### src/rtl/uart_bus_responder.sv
// UART bus responder: CPU-facing DATA/STATUS window backed by TX/RX FIFOs,
// with an 8N1 serialiser on txd and a synchronised deserialiser on rxd.

module uart_bus_responder_fifo #(
  parameter int DEPTH = 8
) (
  input  logic       clk,
  input  logic       rst_n,
  input  logic       i_push,
  input  logic [7:0] i_data,
  input  logic       i_pop,
  output logic [7:0] o_head,
  output logic       o_full,
  output logic       o_empty
);
  localparam int AW = $clog2(DEPTH);

  logic [7:0]  r_mem [DEPTH];
  logic [AW:0] r_wr_ptr;
  logic [AW:0] r_rd_ptr;
  logic        w_do_push;
  logic        w_do_pop;

  assign o_empty   = (r_wr_ptr == r_rd_ptr);
  assign o_full    = (r_wr_ptr[AW] != r_rd_ptr[AW]) && (r_wr_ptr[AW-1:0] == r_rd_ptr[AW-1:0]);
  // A push into a full FIFO is accepted when the head leaves in the same cycle.
  assign w_do_push = i_push && (!o_full || i_pop);
  assign w_do_pop  = i_pop && !o_empty;
  assign o_head    = r_mem[r_rd_ptr[AW-1:0]];

  always_ff @(posedge clk) begin
    if (w_do_push) r_mem[r_wr_ptr[AW-1:0]] <= i_data;
  end

  always_ff @(posedge clk or negedge rst_n) begin
    if (!rst_n) begin
      r_wr_ptr <= '0;
      r_rd_ptr <= '0;
    end else begin
      if (w_do_push) r_wr_ptr <= r_wr_ptr + 1'b1;
      if (w_do_pop)  r_rd_ptr <= r_rd_ptr + 1'b1;
    end
  end
endmodule

module uart_bus_responder #(
  parameter int CLKS_PER_BIT = 96,
  parameter int FIFO_DEPTH   = 8
) (
  input  logic        clk,
  input  logic        rst_n,
  input  logic [31:0] address,
  input  logic        read,
  input  logic        write,
  input  logic [31:0] data_wr,
  input  logic [3:0]  mask,
  output logic [31:0] data_rd,
  output logic [31:0] data_rd_2,
  output logic        stall,
  output logic        txd,
  input  logic        rxd
);
  localparam int CW = $clog2(CLKS_PER_BIT);
  localparam logic [CW-1:0] BIT_LAST  = CW'(CLKS_PER_BIT - 1);
  localparam logic [CW-1:0] HALF_LAST = CW'(CLKS_PER_BIT / 2 - 1);

  typedef enum logic [1:0] {TX_IDLE, TX_START, TX_DATA, TX_STOP} tx_state_t;
  typedef enum logic [1:0] {RX_IDLE, RX_START, RX_DATA, RX_STOP} rx_state_t;

  logic       w_wr_data, w_rd_data, w_rd_stat;
  logic       w_tx_push, w_tx_pop, w_tx_full, w_tx_empty, w_tx_bit_done;
  logic [7:0] w_tx_head;
  logic       w_rx_push, w_rx_pop, w_rx_full, w_rx_empty, w_rx_bit_done;
  logic       w_rx_stop_sample, w_ovf_set, w_ferr_set;
  logic [7:0] w_rx_head;
  logic       w_unused_bits;

  tx_state_t  r_tx_state;
  logic [CW-1:0] r_tx_cnt;
  logic [2:0] r_tx_bit;
  logic [7:0] r_tx_shift;
  logic       r_txd;

  rx_state_t  r_rx_state;
  logic [CW-1:0] r_rx_cnt;
  logic [2:0] r_rx_bit;
  logic [7:0] r_rx_shift;
  logic       r_rx_meta, r_rx_sync, r_rx_wait_high;
  logic       r_ferr, r_ovf;

  assign w_unused_bits = ^{address[31:3], address[1:0], data_wr[31:8], mask[3:1]};

  // Write wins over a simultaneous read; such a read has no side effects.
  assign w_wr_data = write && !address[2] && mask[0];
  assign w_rd_data = read && !write && !address[2];
  assign w_rd_stat = read && !write && address[2];

  assign stall     = w_wr_data && w_tx_full;
  assign w_tx_push = w_wr_data && !w_tx_full;
  assign w_rx_pop  = w_rd_data && !w_rx_empty;
  assign data_rd_2 = 32'h0;

  always_comb begin
    data_rd = 32'h0;
    if (read) begin
      if (address[2])
        data_rd = {28'h0, r_ovf, r_ferr, !w_rx_empty, !w_tx_full};
      else if (!w_rx_empty)
        data_rd = {24'h0, w_rx_head};
    end
  end

  uart_bus_responder_fifo #(.DEPTH(FIFO_DEPTH)) u_tx_fifo (
    .clk(clk), .rst_n(rst_n), .i_push(w_tx_push), .i_data(data_wr[7:0]),
    .i_pop(w_tx_pop), .o_head(w_tx_head), .o_full(w_tx_full), .o_empty(w_tx_empty)
  );

  uart_bus_responder_fifo #(.DEPTH(FIFO_DEPTH)) u_rx_fifo (
    .clk(clk), .rst_n(rst_n), .i_push(w_rx_push), .i_data(r_rx_shift),
    .i_pop(w_rx_pop), .o_head(w_rx_head), .o_full(w_rx_full), .o_empty(w_rx_empty)
  );

  // ---------------- transmitter ----------------
  assign w_tx_bit_done = (r_tx_cnt == BIT_LAST);
  assign w_tx_pop = !w_tx_empty &&
                    ((r_tx_state == TX_IDLE) || ((r_tx_state == TX_STOP) && w_tx_bit_done));
  assign txd = r_txd;

  always_ff @(posedge clk or negedge rst_n) begin
    if (!rst_n) begin
      r_tx_state <= TX_IDLE;
      r_tx_cnt   <= '0;
      r_tx_bit   <= '0;
      r_tx_shift <= '0;
      r_txd      <= 1'b1;
    end else begin
      case (r_tx_state)
        TX_IDLE: begin
          if (w_tx_pop) begin
            r_tx_shift <= w_tx_head;
            r_tx_cnt   <= '0;
            r_txd      <= 1'b0;
            r_tx_state <= TX_START;
          end
        end
        TX_START: begin
          if (w_tx_bit_done) begin
            r_tx_cnt   <= '0;
            r_tx_bit   <= '0;
            r_txd      <= r_tx_shift[0];
            r_tx_state <= TX_DATA;
          end else begin
            r_tx_cnt <= r_tx_cnt + 1'b1;
          end
        end
        TX_DATA: begin
          if (w_tx_bit_done) begin
            r_tx_cnt <= '0;
            if (r_tx_bit == 3'd7) begin
              r_txd      <= 1'b1;
              r_tx_state <= TX_STOP;
            end else begin
              r_tx_bit   <= r_tx_bit + 1'b1;
              r_tx_shift <= {1'b0, r_tx_shift[7:1]};
              r_txd      <= r_tx_shift[1];
            end
          end else begin
            r_tx_cnt <= r_tx_cnt + 1'b1;
          end
        end
        TX_STOP: begin
          if (w_tx_bit_done) begin
            r_tx_cnt <= '0;
            // Chain straight into the next start bit when more bytes wait.
            if (w_tx_pop) begin
              r_tx_shift <= w_tx_head;
              r_txd      <= 1'b0;
              r_tx_state <= TX_START;
            end else begin
              r_tx_state <= TX_IDLE;
            end
          end else begin
            r_tx_cnt <= r_tx_cnt + 1'b1;
          end
        end
        default: r_tx_state <= TX_IDLE;
      endcase
    end
  end

  // ---------------- receiver ----------------
  always_ff @(posedge clk or negedge rst_n) begin
    if (!rst_n) begin
      r_rx_meta <= 1'b1;
      r_rx_sync <= 1'b1;
    end else begin
      r_rx_meta <= rxd;
      r_rx_sync <= r_rx_meta;
    end
  end

  assign w_rx_bit_done    = (r_rx_cnt == BIT_LAST);
  assign w_rx_stop_sample = (r_rx_state == RX_STOP) && !r_rx_wait_high && w_rx_bit_done;
  assign w_rx_push        = w_rx_stop_sample && r_rx_sync;
  assign w_ferr_set       = w_rx_stop_sample && !r_rx_sync;
  assign w_ovf_set        = w_rx_push && w_rx_full && !w_rx_pop;

  always_ff @(posedge clk or negedge rst_n) begin
    if (!rst_n) begin
      r_ferr <= 1'b0;
      r_ovf  <= 1'b0;
    end else begin
      r_ferr <= w_ferr_set || (r_ferr && !w_rd_stat);
      r_ovf  <= w_ovf_set  || (r_ovf  && !w_rd_stat);
    end
  end

  always_ff @(posedge clk or negedge rst_n) begin
    if (!rst_n) begin
      r_rx_state     <= RX_IDLE;
      r_rx_cnt       <= '0;
      r_rx_bit       <= '0;
      r_rx_shift     <= '0;
      r_rx_wait_high <= 1'b0;
    end else begin
      case (r_rx_state)
        RX_IDLE: begin
          if (!r_rx_sync) begin
            r_rx_cnt   <= '0;
            r_rx_state <= RX_START;
          end
        end
        RX_START: begin
          if (r_rx_cnt == HALF_LAST) begin
            r_rx_cnt   <= '0;
            r_rx_bit   <= '0;
            r_rx_state <= r_rx_sync ? RX_IDLE : RX_DATA;
          end else begin
            r_rx_cnt <= r_rx_cnt + 1'b1;
          end
        end
        RX_DATA: begin
          if (w_rx_bit_done) begin
            r_rx_cnt   <= '0;
            r_rx_shift <= {r_rx_sync, r_rx_shift[7:1]};
            if (r_rx_bit == 3'd7) r_rx_state <= RX_STOP;
            else                  r_rx_bit   <= r_rx_bit + 1'b1;
          end else begin
            r_rx_cnt <= r_rx_cnt + 1'b1;
          end
        end
        RX_STOP: begin
          // After a framing error, hold off until the line idles high again.
          if (r_rx_wait_high) begin
            if (r_rx_sync) begin
              r_rx_wait_high <= 1'b0;
              r_rx_state     <= RX_IDLE;
            end
          end else if (w_rx_bit_done) begin
            r_rx_cnt <= '0;
            if (r_rx_sync) r_rx_state     <= RX_IDLE;
            else           r_rx_wait_high <= 1'b1;
          end else begin
            r_rx_cnt <= r_rx_cnt + 1'b1;
          end
        end
        default: r_rx_state <= RX_IDLE;
      endcase
    end
  end
endmodule

### config.mk
export PLATFORM = sky130hd
export DESIGN_NAME = uart_bus_responder
export DESIGN_NICKNAME = d
export VERILOG_FILES = /design/src/rtl/uart_bus_responder.sv
export SDC_FILE = /design/constraint.sdc
export NUM_CORES = 1
export LEC_CHECK = 0
export ABC_AREA = 1
export BUFFER_PORTS_ARGS = -buffer_cell sky130_fd_sc_hd__buf_2
export CORE_MARGIN = 3
export CORE_UTILIZATION = 35
export DETAILED_ROUTE_END_ITERATION = 6
export GPL_TIMING_DRIVEN = 0
export REMOVE_ABC_BUFFERS = 1
export SYNTH_ARGS = -nofsm -noshare
export SYNTH_HDL_FRONTEND = slang
export SYNTH_HIERARCHICAL = 1
export SYNTH_SLANG_ARGS = --single-unit
### constraint.sdc
create_clock -name clk -period 3.2 [get_ports clk]
set_input_delay 0 -clock clk [delete_from_list [all_inputs] [get_ports clk]]
set_output_delay 0 -clock clk [all_outputs]
set_load 0.03 [all_outputs]
==> out/summary.md, run 1 <==
## Status
- finished clean — run status

## Power and ir drop
- 2.37 mW — total net switching power
- 4.51 mW — cell-internal power
- 24.7% — portion of total power attributed to combinational logic
- 44.1% — Flop pwr share
- 4.33 nW — leakage power total
- 672 mW/mm^2 — power per cell area
- 31.2% — clock network power share
- 355 uV — worst ir drop on vdd
- 34.5% — Switching Share

## Setup path
- reg -> reg — critical path class
- 3 — Bufs and invs on worst path
- 660 ps — delay contributed by the slowest stage of the critical path
- 3310 ps — CP Data Required Time
- flip-flop — Startpoint Class
- 37 — maximum fanout along the worst path
- inv_8, nand2_1, nand2_1, nor2_4, nand3_2, inv_1, nor2_1, nand2_1, nor2_4, inv_1, nand4_4, nand3_2, nor2_4 — critical path, cell by cell
- flip-flop — CP Capture Type
- simple AND/OR/NAND/NOR gates — cell family with most CP delay
- 220 ps — reg-to-reg slack, setup
- dfrtp_4 — Worst path slowest cell
- 3090 ps — data arrival time of the critical path

## Routing
- 18,000 um — total length of routed wires
- 0 — Post-route DRC
- 8460 um — routed metal-1 wirelength
- 0 — post-route antenna net violation count
- 6 — TritonRoute pass-1 iters
- met4 — Top Metal Used
- 8630 um — wire length on met2
- 6,171 — overall via count from detail_route
- 4.77 — vias per std cell
- 703 um — routed length on met3
- 426 — drt first-iter violations
- 13.9 um — average wire per standard cell

## Synthesis
- 9.93 um^2 — average instance area after synthesis
- 190 — number of storage elements in the synthesis netlist
- 0.00915 mm^2 — summed instance area of the synthesized netlist
- 128 — EDFF count, synth
- edfxtp_1 — Most used DFF post-synth
- 922 — cells after synthesis
- 43 — distinct cell type count of the synthesized netlist
- 6 — Synth Warn #
- 59.0% — share of synthesized area occupied by flip-flops and latches
- 32.6% — fraction of synthesis flops using an asynchronous set or reset pin

## Timing
- 222 ps — final worst slack
- 0 — Finish-stage setup viols
- 93.0% — final cycle utilization of the critical path
- 0 — Final Max Slew Viols
- 0 ps — post-route setup TNS
- 2980 ps — clock period minus final worst setup slack
- 8.22 ps — worst clock skew
- 336 MHz — highest attainable clock frequency
- 45.1% — Slew HR
- 824 ps — slew at the pin with the worst max-slew slack
- 0 — final count of hold timing violations
- false — RSZ-0062 raised after global routing

## Global routing
- 63 — maximum number of pins on one net before global-route repair
- 12.7% — global routing usage summed across all routing layers
- 5,676 — via count of the first global-routing pass
- 0 — total grt overflow
- 0 — antenna violations before repair
- 28,900 um — global-route wire length before repair

## Finish
- 0.00328 mm^2 — area occupied by multi-input gates
- 0 — Ant. Diodes
- 0.00541 mm^2 — Seq. cell area
- nand2_1 — most common cell after layout, fill and taps aside
- nand2_1 (227), edfxtp_1 (128), nor2_1 (98) — most frequent cells in the layout
- 40.2% — Final Core Density
- 12.0% — relative area change from synthesis to final layout
- 2,451 — Layout fillers
- 1,293 — count of non-filler cells in the finished layout
- 12.9% — layout cell share with drive strength beyond 1
- 1,038 — Post-layout nets

## Clock tree
- done — clock tree from TritonCTS
- 190 — Sinks on Clock Net
- 17 — number of CTS-inserted buffers
- 430 ps — later-pin clock latency in the skew report
- 4 — H-tree levels
- 2 — maximum count of clock buffers along a single path
- clkbuf_16 — CTS root buf
- 70 ps — Reg clk slew, reported paths

## Floorplan
- 168 um — height of the chip
- 139 — number of primary I/O pins
- 0.0255 mm^2 — Core Area
- 35.9% — initial core utilization
- 168 um — Die Wd
- 0.0281 mm^2 — Die Outline Area
- 58 — Core Rows

## Placed design
- 11,300 um — half-perimeter wire length after placement
- 1,246 — number of placed instances, taps included
- 0.761 — Final Wtd Congestion
- 24 — port bufs
- -1010 ps — pre-CTS setup slack

## Flow run
- 0 — max-capacitance violation count

## Min path
- in -> reg — min-delay worst type

[flip-flops by register name, summed over array words and instances (netlist names), 2 cells and up, named ones only]
signal and flops:
r_rx_bit 3, r_rx_cnt 7, r_rx_shift 8, r_tx_bit 3, r_tx_cnt 7, r_tx_shift 8, r_tx_state 2, u_rx_fifo/r_mem 64
u_rx_fifo/r_rd_ptr 4, u_rx_fifo/r_wr_ptr 4, u_tx_fifo/r_mem 64, u_tx_fifo/r_rd_ptr 4, u_tx_fifo/r_wr_ptr 4
[cell usage after synthesis (all sizes together), types with 3 or more instances]
| cell | count | share of area, % |
|---|---|---|
| a21oi | 4 | 0.34 |
| buf | 76 | 5.9 |
| clkbuf | 9 | 0.37 |
| dfrtp | 59 | 16 |
| dfstp | 3 | 0.86 |
| edfxtp | 128 | 42 |
| ha | 15 | 2.1 |
| inv | 60 | 2.5 |
| nand2 | 238 | 11 |
| nand3 | 53 | 3.4 |
| nand3b | 3 | 0.25 |
| nand4 | 4 | 0.60 |
| nor2 | 118 | 5.2 |
| o21ai | 95 | 5.4 |
| o22ai | 35 | 2.4 |
| xnor2 | 7 | 0.75 |
| xor2 | 6 | 0.57 |
[final timing paths]
| path | cells after the start | startpoint | to |
|---|---|---|---|
| max | 13 | u_rx_fifo/r_rd_ptr[0] | u_rx_fifo/r_mem[4][7] |
| min | 6 | read | r_ferr |
| max reg2reg | 13 | u_rx_fifo/r_rd_ptr[0] | u_rx_fifo/r_mem[4][7] |
| min reg2reg | 0 | r_rx_meta | r_rx_sync |
| max in group asynchronous | 2 | rst_n | u_tx_fifo/r_rd_ptr[0] |
| min in group asynchronous | 2 | rst_n | r_rx_cnt[1] |
[cells by family after synthesis]
| group | synth area share (%) |
|---|---|
| other | 0.0410 |
| DFF | 59.0 |
| AOI/OAI and AO/OA | 8.56 |
| xor gates and xnor gates | 1.33 |
| and+or+nand+nor | 20.2 |
| adders and majority gates | 2.05 |
| muxes | 0.109 |
| buffers and inverters | 8.71 |
[power by group through the flow]
| stage | clock, mW | combinational [mW] | sequential [mW] |
|---|---|---|---|
| after global placement | 0 | 1.64 | 3.07 |
| after CTS | 2.21 | 1.70 | 3.03 |
| after detailed placement | 0 | 1.66 | 3.07 |
| after global routing | 2.31 | 1.94 | 3.06 |
| after floorplan | 0 | 1.31 | 3.00 |
| final | 2.15 | 1.70 | 3.03 |
[layout make-up]
cell class | count | share of cell area [%]
inverter | 60 | 2.42
tap | 330 | 4.03
clock buffer | 17 | 4.15
timing repair buffer | 39 | 2.93
multi-input combinational | 642 | 32.0
clock inverter | 15 | 1.76
sequential | 190 | 52.8
[layer usage]
layer,track usage [%],vias to the layer above
met5,0,-
met3,2.62,15
met2,20.7,141
met1,17.4,2972
met4,3.52,0
li1,-,3043
[worst reg2reg max path, cell delays in order, from the launching register on]
cell and delay, ps:
dfrtp_4 660, inv_8 260, nand2_1 100, nand2_1 120
nor2_4 60, nand3_2 120, inv_1 90, nor2_1 140
nand2_1 130, nor2_4 210, inv_1 110, nand4_4 140
nand3_2 210, nor2_4 310
[metrics by stage]
stage / cell area (um^2) / hold slack, ps / power [mW]
floorplan: 8790 / -296 / 4.31
global placement: 9320 / 107 / 4.71
detailed placement: 9320 / 107 / 4.73
CTS: 10100 / 28.1 / 6.93
global route: 10300 / 75.3 / 7.31
finish: 10300 / 50.3 / 6.88
[timing repair]
action | CTS | global route
buffers inserted | 1 | 3
hold buffers | 11 | 0
gates resized for setup | 32 | 12
hold endpoints to repair | 130 | 0
endpoints found under the setup margin | 145 | 128
pin swaps | 0 | 3
Note: power is estimated with default switching activity, not from simulation.
==> run 2: changes to the inputs <==
- CTS_BUF_LIST: unset -> sky130_fd_sc_hd__clkbuf_8
==> out/summary.md, run 2 (synthesis gave the netlist of run 1 again) <==
## Timing
- 192 ps — final worst slack, -30.9 ps
- 0 — Final Max Slew Viols, unchanged
- 45.7% — Slew HR, +0.64 points
- 332 MHz — highest attainable clock frequency, -1.0%
- 814 ps — slew at the pin with the worst max-slew slack, -9.66 ps
- 0 ps — post-route setup TNS, unchanged
- 0 — final count of hold timing violations, unchanged
- 94.0% — final cycle utilization of the critical path, +0.97 points
- false — RSZ-0062 raised after global routing
- 11.3 ps — worst clock skew, +3.04 ps
- 0 — Finish-stage setup viols, unchanged
- 3010 ps — clock period minus final worst setup slack, +30.9 ps
- 149 ps — final worst hold slack, +98.7 ps

## Clock tree
- done — clock tree from TritonCTS
- 17 — number of CTS-inserted buffers, unchanged
- 100 ps — Reg clk slew, reported paths, +30 ps
- clkbuf_8 — CTS root buf
- 2 — maximum count of clock buffers along a single path, unchanged
- 190 — Sinks on Clock Net, unchanged
- 4 — H-tree levels, unchanged
- 460 ps — later-pin clock latency in the skew report, +30 ps

## Power and ir drop
- 632 mW/mm^2 — power per cell area, -5.9%
- 4.05 mW — cell-internal power, -10%
- 36.4% — Switching Share, +1.9 points
- 273 uV — worst ir drop on vdd, -23%
- 2.32 mW — total net switching power, -2.5%
- 4.25 nW — leakage power total, -1.9%
- 25.6% — clock network power share, -5.6 points
- 26.8% — portion of total power attributed to combinational logic, +2.1 points
- 47.6% — Flop pwr share, +3.5 points

## Global routing
- 28,900 um — global-route wire length before repair, +0.17%
- 12.7% — global routing usage summed across all routing layers, -0.035 points
- met2 — layer with the highest usage
- 0 — antenna violations before repair, unchanged
- 17.6% — global-route track usage on met1, +0.20 points
- 2.12% — global routing usage on met3, -0.50 points
- 63 — maximum number of pins on one net before global-route repair, unchanged
- 5,665 — via count of the first global-routing pass, -0.19%
- 0 — total grt overflow, unchanged
- 20.6% — met2 routing resource usage after global routing, -0.088 points

## Finish
- nand2_1 — most common cell after layout, fill and taps aside
- 1,294 — count of non-filler cells in the finished layout, +0.077%
- 0 — Ant. Diodes, unchanged
- 12.9% — layout cell share with drive strength beyond 1, -0.013 points
- nand2_1 (227), edfxtp_1 (128), nor2_1 (98) — most frequent cells in the layout
- 0.0101 mm^2 — Design Area, Final, -1.8%
- 9.99% — relative area change from synthesis to final layout
- 1,039 — Post-layout nets, +0.096%

## Status
- finished clean — run status

## Floorplan
- 168 um — height of the chip, unchanged
- 58 — Core Rows, unchanged
- 35.9% — initial core utilization, unchanged
- 168 um — Die Wd, unchanged
- 0.0255 mm^2 — Core Area, unchanged
- 139 — number of primary I/O pins, unchanged
- 0.0281 mm^2 — Die Outline Area, unchanged

## Setup path
- flip-flop — CP Capture Type
- 660 ps — delay contributed by the slowest stage of the critical path, about the same
- 3330 ps — CP Data Required Time, +20 ps
- 37 — maximum fanout along the worst path, unchanged
- inv_6, nand2_1, nand2_1, nor2_4, nand3_2, inv_1, nor2_1, nand2_4, inv_1, inv_1, nand4_4, nand3_2, nor2_4 — critical path, cell by cell
- 3130 ps — data arrival time of the critical path, +40 ps
- inv_1 — most common cell type on the critical path
- dfrtp_4 — Worst path slowest cell
- flip-flop — Startpoint Class
- reg -> reg — critical path class

## Routing
- 6 — TritonRoute pass-1 iters, unchanged
- 0 — post-route antenna net violation count, unchanged
- 13.8 um — average wire per standard cell, -0.53%
- 0 — Post-route DRC, unchanged
- 6,160 — overall via count from detail_route, -0.18%
- 17,900 um — total length of routed wires, -0.46%
- 420 — drt first-iter violations, -1.4%
- 4.76 — vias per std cell, -0.26%

## Flow run
- 0 — max-capacitance violation count, unchanged

## Placed design
- 1,246 — number of placed instances, taps included, unchanged
- 11,300 um — half-perimeter wire length after placement, unchanged
- 0.761 — Final Wtd Congestion, unchanged
- -1010 ps — pre-CTS setup slack, unchanged
- 24 — port bufs, unchanged
- 0.00932 mm^2 — placed instance area, unchanged

## Min path
- in -> reg — min-delay worst type

-- run 2: cell count changes in the layout (fill, tap and decap cells not counted), sizes merged --
cell         delta
dlygate4sd3     +1
-- run 2: final cells by class --
type                            count  area [um^2]
Fill cell                        2485        15400
Sequential cell                   190         5410
Multi-Input combinational cell    642         3280
Tap cell                          330          413
Timing Repair Buffer               40          310
Inverter                           60          245
Clock buffer                       17          234
Clock inverter                     15          180
-- run 2: critical path, delay by kind of cell, from the launching register on --
| kind | cells | cell delay (ps) |
|---|---|---|
| simple gates | 9 | 1400 |
| flops | 1 | 660 |
| buf+inv | 4 | 610 |
-- run 2: through the flow --
stage                     power (mW)  util [%]
after detailed placement        4.73      36.6
after global placement          4.71      36.6
final                           6.36      39.5
after floorplan                 4.31         -
after CTS                       6.40      39.1
after global routing            6.78      39.5
-- run 2: worst paths after layout --
kind / from / end / slack, ps / cells after the start
max: u_tx_fifo/r_rd_ptr[0] / u_tx_fifo/r_mem[4][7] / 190 / 13
min: mask[0] / u_tx_fifo/r_wr_ptr[2] / 150 / 5
max reg2reg: u_tx_fifo/r_rd_ptr[0] / u_tx_fifo/r_mem[4][7] / 190 / 13
min reg2reg: r_rx_meta / r_rx_sync / 360 / 0
max in group asynchronous: rst_n / u_tx_fifo/r_rd_ptr[0] / 2420 / 2
min in group asynchronous: rst_n / r_rx_cnt[1] / 160 / 2
-- run 2: routing by layer --
metal  vias to the layer above  wire (um)  part of all wire [%]
met4                         0        206                   1.2
met5                         -          0                     0
met3                        16        738                   4.1
li1                       3047          -                     -
met2                       137       8610                    48
met1                      2960       8340                    47
-- run 2: power by group through the flow --
stage	registers (mW)	clock network (mW)	logic, mW
2_1_floorplan	3.00	0	1.31
3_3_place_gp	3.07	0	1.64
3_5_place_dp	3.07	0	1.66
4_1_cts	3.02	1.68	1.70
5_1_grt	3.06	1.78	1.93
6_report	3.03	1.63	1.71
-- run 2: timing repair --
action                                 4_1_cts  5_1_grt
pin swaps                                    0        3
setup buffers                                1        3
setup endpoints to repair                  145      128
gates resized for setup                     32       11
endpoints found under the hold margin      130        0
hold buffers                                12        0
